File: config.mk
export PLATFORM = sky130hd
export DESIGN_NAME = m_dmem_arbiter_flat
export DESIGN_NICKNAME = d
export VERILOG_FILES = /design/src/rtl/m_dmem_arbiter_if.sv /design/src/rtl/m_dmem_arbiter.sv /design/src/flat_wrapper.sv
export SDC_FILE = /design/constraint.sdc
export NUM_CORES = 1
export LEC_CHECK = 0
export ABC_CLOCK_PERIOD_IN_PS = 4600
export BUFFER_PORTS_ARGS = -buffer_cell sky130_fd_sc_hd__clkbuf_2
export CORE_AREA = 2 2 118 120
export DETAILED_ROUTE_END_ITERATION = 8
export DIE_AREA = 0 0 120 122
export GPL_TIMING_DRIVEN = 0
export PLACE_DENSITY = 0.65
export SYNTH_ARGS = -nofsm -noshare
export SYNTH_HDL_FRONTEND = slang
export SYNTH_SLANG_ARGS = --single-unit
File: constraint.sdc
create_clock -name i_clk -period 4.6 [get_ports i_clk]
set_input_delay 0.46 -clock i_clk [delete_from_list [all_inputs] [get_ports i_clk]]
set_output_delay 0.46 -clock i_clk [all_outputs]
set_load 0.01 [all_outputs]
File: src/rtl/m_dmem_arbiter_if.sv
// Bus bundle between the two requesters (processor port A, loader port B),
// the arbiter and the single-port data memory.
interface m_dmem_arbiter_if #(
    parameter int AW = 32,
    parameter int DW = 32
);
    logic          i_a_req;
    logic          i_b_req;
    logic          i_a_we;
    logic          i_b_we;
    logic          i_a_lock;
    logic          i_b_lock;
    logic [AW-1:0] i_a_addr;
    logic [AW-1:0] i_b_addr;
    logic [DW-1:0] i_a_wdata;
    logic [DW-1:0] i_b_wdata;
    logic          o_a_gnt;
    logic          o_b_gnt;
    logic [DW-1:0] o_a_rdata;
    logic [DW-1:0] o_b_rdata;
    logic          o_a_rvalid;
    logic          o_b_rvalid;
    logic          o_mem_we;
    logic [AW-1:0] o_mem_addr;
    logic [DW-1:0] o_mem_wd;
    logic [DW-1:0] i_mem_rd;
    logic          o_busy;

    // Arbiter side
    modport slave (
        input  i_a_req, i_b_req, i_a_we, i_b_we, i_a_lock, i_b_lock,
        input  i_a_addr, i_b_addr, i_a_wdata, i_b_wdata, i_mem_rd,
        output o_a_gnt, o_b_gnt, o_a_rdata, o_b_rdata, o_a_rvalid, o_b_rvalid,
        output o_mem_we, o_mem_addr, o_mem_wd, o_busy
    );

    // Requester / memory side
    modport master (
        output i_a_req, i_b_req, i_a_we, i_b_we, i_a_lock, i_b_lock,
        output i_a_addr, i_b_addr, i_a_wdata, i_b_wdata, i_mem_rd,
        input  o_a_gnt, o_b_gnt, o_a_rdata, o_b_rdata, o_a_rvalid, o_b_rvalid,
        input  o_mem_we, o_mem_addr, o_mem_wd, o_busy
    );
endinterface

File: src/rtl/m_dmem_arbiter.sv
// Round-robin arbiter sharing the single-port data memory between the
// processor load/store port (A) and the DMA/debug loader port (B).
//
//   state     | meaning
//   ----------+----------------------------------------------
//   OWN_NONE  | nobody owns the memory; mux drives zeros
//   OWN_A     | port A owns the memory, o_a_gnt high
//   OWN_B     | port B owns the memory, o_b_gnt high
module m_dmem_arbiter #(
    parameter int AW       = 32,
    parameter int DW       = 32,
    parameter int MAX_HOLD = 4
) (
    input  logic           i_clk,
    input  logic           i_reset_n,
    m_dmem_arbiter_if.slave bus
);
    typedef enum logic [1:0] {
        OWN_NONE = 2'd0,
        OWN_A    = 2'd1,
        OWN_B    = 2'd2
    } owner_e;

    localparam logic [4:0] MAX_HOLD_C = 5'(MAX_HOLD);

    logic [1:0]    rst_sync_q;
    logic          rst_n_int;
    owner_e        owner_q, owner_d;
    logic          last_b_q, last_b_d;
    logic [3:0]    hold_q, hold_d;
    logic [DW-1:0] a_rdata_q, b_rdata_q;
    logic          a_rvalid_q, b_rvalid_q;

    logic          txn_a, txn_b;
    logic          own_req, own_lock, oth_req;
    logic          hold_ok;

    // Reset asserts immediately, releases two clocks after i_reset_n rises
    always_ff @(posedge i_clk or negedge i_reset_n) begin
        if (!i_reset_n) rst_sync_q <= 2'b00;
        else            rst_sync_q <= {rst_sync_q[0], 1'b1};
    end

    assign rst_n_int = rst_sync_q[1];

    assign txn_a = (owner_q == OWN_A) && bus.i_a_req;
    assign txn_b = (owner_q == OWN_B) && bus.i_b_req;

    // Ownership, round-robin pointer and hold counter state registers
    always_ff @(posedge i_clk or negedge rst_n_int) begin
        if (!rst_n_int) begin
            owner_q  <= OWN_NONE;
            last_b_q <= 1'b1;
            hold_q   <= 4'd0;
        end else begin
            owner_q  <= owner_d;
            last_b_q <= last_b_d;
            hold_q   <= hold_d;
        end
    end

    // Next owner: lock, then keep-while-alone, then hold budget, then round-robin
    always_comb begin
        owner_d  = owner_q;
        last_b_d = last_b_q;
        hold_d   = hold_q;
        own_req  = 1'b0;
        own_lock = 1'b0;
        oth_req  = 1'b0;

        case (owner_q)
            OWN_A: begin
                own_req  = bus.i_a_req;
                own_lock = bus.i_a_lock;
                oth_req  = bus.i_b_req;
            end
            OWN_B: begin
                own_req  = bus.i_b_req;
                own_lock = bus.i_b_lock;
                oth_req  = bus.i_a_req;
            end
            default: ;
        endcase

        hold_ok = ({1'b0, hold_q} + 5'd1) < MAX_HOLD_C;

        if ((owner_q != OWN_NONE) && own_req && (own_lock || !oth_req || hold_ok))
            owner_d = owner_q;
        else if (bus.i_a_req && !bus.i_b_req)
            owner_d = OWN_A;
        else if (bus.i_b_req && !bus.i_a_req)
            owner_d = OWN_B;
        else if (bus.i_a_req && bus.i_b_req)
            owner_d = last_b_q ? OWN_A : OWN_B;
        else
            owner_d = OWN_NONE;

        if (txn_a) last_b_d = 1'b0;
        if (txn_b) last_b_d = 1'b1;

        // Saturate so a long locked burst cannot wrap the count back into budget
        if ((owner_d != owner_q) || !oth_req)
            hold_d = 4'd0;
        else if ((txn_a || txn_b) && (hold_q != 4'hF))
            hold_d = hold_q + 4'd1;
    end

    // Memory mux: owner's qualifiers to the memory, zeros when idle
    always_comb begin
        bus.o_mem_we   = 1'b0;
        bus.o_mem_addr = '0;
        bus.o_mem_wd   = '0;
        case (owner_q)
            OWN_A: begin
                bus.o_mem_we   = bus.i_a_req && bus.i_a_we;
                bus.o_mem_addr = bus.i_a_addr;
                bus.o_mem_wd   = bus.i_a_wdata;
            end
            OWN_B: begin
                bus.o_mem_we   = bus.i_b_req && bus.i_b_we;
                bus.o_mem_addr = bus.i_b_addr;
                bus.o_mem_wd   = bus.i_b_wdata;
            end
            default: ;
        endcase
    end

    // Read capture: memory read data registered into the reading port
    always_ff @(posedge i_clk or negedge rst_n_int) begin
        if (!rst_n_int) begin
            a_rdata_q  <= '0;
            b_rdata_q  <= '0;
            a_rvalid_q <= 1'b0;
            b_rvalid_q <= 1'b0;
        end else begin
            a_rvalid_q <= txn_a && !bus.i_a_we;
            b_rvalid_q <= txn_b && !bus.i_b_we;
            if (txn_a && !bus.i_a_we) a_rdata_q <= bus.i_mem_rd;
            if (txn_b && !bus.i_b_we) b_rdata_q <= bus.i_mem_rd;
        end
    end

    assign bus.o_a_gnt    = (owner_q == OWN_A);
    assign bus.o_b_gnt    = (owner_q == OWN_B);
    assign bus.o_busy     = (owner_q != OWN_NONE);
    assign bus.o_a_rdata  = a_rdata_q;
    assign bus.o_b_rdata  = b_rdata_q;
    assign bus.o_a_rvalid = a_rvalid_q;
    assign bus.o_b_rvalid = b_rvalid_q;
endmodule
File: src/flat_wrapper.sv
// flat-port wrapper written by rule: the top's interface ports become plain ports
module m_dmem_arbiter_flat 
#(
    parameter int AW       = 32,
    parameter int DW       = 32,
    parameter int MAX_HOLD = 4
)
  (i_clk, i_reset_n, bus_i_a_req, bus_i_b_req, bus_i_a_we, bus_i_b_we, bus_i_a_lock, bus_i_b_lock, bus_i_a_addr, bus_i_b_addr, bus_i_a_wdata, bus_i_b_wdata, bus_i_mem_rd, bus_o_a_gnt, bus_o_b_gnt, bus_o_a_rdata, bus_o_b_rdata, bus_o_a_rvalid, bus_o_b_rvalid, bus_o_mem_we, bus_o_mem_addr, bus_o_mem_wd, bus_o_busy);
  m_dmem_arbiter_if #(.AW(AW), .DW(DW)) bus_i ();
  input  logic i_clk;
  input  logic i_reset_n;
  input wire logic [$bits(bus_i.i_a_req)-1:0] bus_i_a_req;
  input wire logic [$bits(bus_i.i_b_req)-1:0] bus_i_b_req;
  input wire logic [$bits(bus_i.i_a_we)-1:0] bus_i_a_we;
  input wire logic [$bits(bus_i.i_b_we)-1:0] bus_i_b_we;
  input wire logic [$bits(bus_i.i_a_lock)-1:0] bus_i_a_lock;
  input wire logic [$bits(bus_i.i_b_lock)-1:0] bus_i_b_lock;
  input wire logic [$bits(bus_i.i_a_addr)-1:0] bus_i_a_addr;
  input wire logic [$bits(bus_i.i_b_addr)-1:0] bus_i_b_addr;
  input wire logic [$bits(bus_i.i_a_wdata)-1:0] bus_i_a_wdata;
  input wire logic [$bits(bus_i.i_b_wdata)-1:0] bus_i_b_wdata;
  input wire logic [$bits(bus_i.i_mem_rd)-1:0] bus_i_mem_rd;
  output wire logic [$bits(bus_i.o_a_gnt)-1:0] bus_o_a_gnt;
  output wire logic [$bits(bus_i.o_b_gnt)-1:0] bus_o_b_gnt;
  output wire logic [$bits(bus_i.o_a_rdata)-1:0] bus_o_a_rdata;
  output wire logic [$bits(bus_i.o_b_rdata)-1:0] bus_o_b_rdata;
  output wire logic [$bits(bus_i.o_a_rvalid)-1:0] bus_o_a_rvalid;
  output wire logic [$bits(bus_i.o_b_rvalid)-1:0] bus_o_b_rvalid;
  output wire logic [$bits(bus_i.o_mem_we)-1:0] bus_o_mem_we;
  output wire logic [$bits(bus_i.o_mem_addr)-1:0] bus_o_mem_addr;
  output wire logic [$bits(bus_i.o_mem_wd)-1:0] bus_o_mem_wd;
  output wire logic [$bits(bus_i.o_busy)-1:0] bus_o_busy;
  assign bus_i.i_a_req = bus_i_a_req;
  assign bus_i.i_b_req = bus_i_b_req;
  assign bus_i.i_a_we = bus_i_a_we;
  assign bus_i.i_b_we = bus_i_b_we;
  assign bus_i.i_a_lock = bus_i_a_lock;
  assign bus_i.i_b_lock = bus_i_b_lock;
  assign bus_i.i_a_addr = bus_i_a_addr;
  assign bus_i.i_b_addr = bus_i_b_addr;
  assign bus_i.i_a_wdata = bus_i_a_wdata;
  assign bus_i.i_b_wdata = bus_i_b_wdata;
  assign bus_i.i_mem_rd = bus_i_mem_rd;
  assign bus_o_a_gnt = bus_i.o_a_gnt;
  assign bus_o_b_gnt = bus_i.o_b_gnt;
  assign bus_o_a_rdata = bus_i.o_a_rdata;
  assign bus_o_b_rdata = bus_i.o_b_rdata;
  assign bus_o_a_rvalid = bus_i.o_a_rvalid;
  assign bus_o_b_rvalid = bus_i.o_b_rvalid;
  assign bus_o_mem_we = bus_i.o_mem_we;
  assign bus_o_mem_addr = bus_i.o_mem_addr;
  assign bus_o_mem_wd = bus_i.o_mem_wd;
  assign bus_o_busy = bus_i.o_busy;
  m_dmem_arbiter #(.AW(AW), .DW(DW), .MAX_HOLD(MAX_HOLD)) u_core (.i_clk(i_clk), .i_reset_n(i_reset_n), .bus(bus_i));
endmodule
==> results.tsv <==
metric	value	unit
status	finished, final reports clean	
post_cts_buffers	0	
grt_overflow	0	
yosys_warnings	0	
yosys-top-cells-area	dfrtp_1, nand2_1, a22oi_1	
cp_cell_sequence	inv_1, ha_1, buf_2, buf_1, a22oi_1, nor2b_1, clkbuf_2	
min_path_type	flop to asynchronous set/reset pin	
setup_viol	0	
path_buf_inv	4	
maxSlewViolCount	0	
clk_latency	0.33	ns
ios	302	
tightest_slew	0.549	ns
nNetsFinal	967	
ctsHoldBuffers	1	
max_freq	334	MHz
finalCritPeriodShare	0.651	
final-hold-violation-count	0	
start_util	0.297	
ys_types	36	
r2r-start	u_core.owner_q[1]	
hold_slack	0.237	ns
synth_cells	482	
drive_above_1_share	0.430	
ir_worst_vdd	0.000398	V
slew_headroom	0.634	
drcViolationCount	0	
regToRegSetupSlack	2.55	ns
firstDrtPassIters	4	
num_antenna_cells	0	
h-tree-depth	3	
drt_wl_total	16400	um
cts_tree	yes	
ant_nets	0	
total_power	3.52	mW
die_w	120	um
placed_area	5770	um^2
arrival	2.53	ns
synth_top_area_frac	0.461	
path_class	flop to output port	
yosys.area.top_type	dfrtp_1	
design_area	6130	um^2
drt_iter0_drc	225	
dpl_worst_slack	1.95	ns
tns	0	ns
grt_pass1_wl	23600	um
cts_resized	0	
period_minus_slack	2.99	ns
io_buffers	300	
crit_end	bus_o_mem_wd[29]	
cp.depth	7	
async_reset_ff_frac	1.00	
syn_to_final_growth	52.8	%
critPathCaptureType	output port	
critical_path.startpoint_type	flop	
rsz0062_at_grt	false	
root_buffer	clkbuf_16	
cap_violations	0	
synth_edf_count	0	
required	4.14	ns
yosys_most_used_dff	dfrtp_1	
avgViaCountPerCell	4.63	
power_density	574	nW/um^2
ys_seq_area_frac	0.468	
clockBufferDepth	2	
via_count	4533	
synth_seq_cells	75	
place_congestion	0.853	
fin_skew	0.00784	ns
p_leak	3.43	nW
layout_setup_ws	1.61	ns
ff2ff_path_depth	6	
critical_path.max_stage_delay	0.42	ns
synth_nets	654	
post_drt_wl_per_cell	16.7	um
startpoint	u_core.owner_q[0]	
fp.coreArea	13500	um^2
grt_pass1_vias	4293	
syn_avg_cell_area	8.33	um^2
grt_max_degree	51	
crit_fanout	10	
path_clk_slew	0.06	ns
cp_top_family	buffers and inverters	
die-area	14600	um^2
cts_sinks	75	
numCtsBuffers	9	
dieHeight	122	um
hpwl	13400	um
worstReg2RegEnd	u_core.owner_q[1]	
grtUsageTotal	0.213	
critPathSlowestCell	buf_1	
synth_area	4020	um^2
antenna_found_initial	2	
rows	43	
-- metrics by stage --
| step | util | std cells |
|---|---|---|
| after floorplan | - | 482 |
| after global placement | 0.425 | 962 |
| after detailed placement | 0.427 | 963 |
| after CTS | 0.454 | 980 |
| after global routing | 0.454 | 980 |
| final | 0.454 | 980 |
-- how the worst min path moves through the flow --
stage                         start                       to  slack (ns)
6_report       u_core.rst_sync_q[1]  u_core.bus.o_a_rdata[3]        0.24
5_1_grt        u_core.rst_sync_q[1]  u_core.bus.o_a_rdata[3]        0.27
4_1_cts        u_core.rst_sync_q[1]  u_core.bus.o_a_rdata[3]        0.25
3_5_place_dp   u_core.rst_sync_q[1]  u_core.bus.o_a_rdata[3]        0.24
3_3_place_gp              i_reset_n     u_core.rst_sync_q[0]        0.25
2_1_floorplan             i_reset_n     u_core.rst_sync_q[0]        0.16
-- state kept, by name, indices dropped and copies added (netlist names) --
signal	flops
u_core.bus.o_a_rdata	32
u_core.bus.o_b_rdata	32
u_core.hold_q	4
u_core.bus.o_a_rvalid	1
u_core.last_b_q	1
u_core.owner_q	2
u_core.rst_sync_q	2
u_core.bus.o_b_rvalid	1
-- cell usage after synthesis, types with 2 or more instances --
master,n
ha_1,4
nor2b_1,65
inv_1,3
clkbuf_1,15
nor3_1,2
buf_2,10
mux2i_1,2
inv_2,2
a22oi_1,65
or2_1,2
buf_4,6
a21boi_0,2
nor3b_1,3
nand3_1,4
a21oi_1,2
dfrtp_1,74
nand2_1,198
buf_1,5
-- report_power, final --
group	leakage [nW]	internal (mW)	switching, mW	total [mW]
clock	0.169	0.545	0.275	0.820
sequential	0.940	0.934	0.156	1.09
combinational	2.32	0.673	0.936	1.61
total	3.43	2.15	1.37	3.52
-- layer usage --
| layer | global-route usage | share of wire | wire length (um) | up-vias |
|---|---|---|---|---|
| met4 | 0.0772 | 0.022 | 359 | 4 |
| met1 | 0.261 | 0.41 | 6670 | 2074 |
| met5 | 0 | 0.0017 | 27 | - |
| li1 | - | - | - | 2220 |
| met3 | 0.0712 | 0.093 | 1530 | 28 |
| met2 | 0.351 | 0.48 | 7770 | 207 |
-- area by class of cell --
type | instances | area, um^2
fill | 1394 | 7370
multi-input combinational | 366 | 1950
sequential | 75 | 1880
timing repair buffer | 302 | 1540
clock buffer | 10 | 239
tap | 180 | 225
buffer | 36 | 170
clock inverter | 6 | 111
inverter | 5 | 18.8
-- cells in the final DEF (no fill, tap or decap), types with 3 or more instances in the layout --
| master | count |
|---|---|
| clkbuf_2 | 300 |
| nor2b_1 | 65 |
| buf_2 | 10 |
| nor3b_1 | 3 |
| clkbuf_1 | 15 |
| clkbuf_16 | 9 |
| nand2_1 | 198 |
| inv_1 | 3 |
| buf_1 | 5 |
| dfrtp_1 | 73 |
| buf_4 | 6 |
| ha_1 | 4 |
| a22oi_1 | 65 |
| bufinv_16 | 3 |
| nand3_1 | 4 |
-- cell families after synthesis --
kind of cell | after synthesis | share of synthesized area
buf+inv | 41 | 0.0471
compound gates | 78 | 0.149
xor+xnor | 1 | 0.00218
simple gates | 279 | 0.312
mux | 3 | 0.00872
fa+ha+maj | 4 | 0.0125
other cells | 1 | 0.000934
flops | 75 | 0.468
No activity file was read; power rests on OpenSTA's default activity.
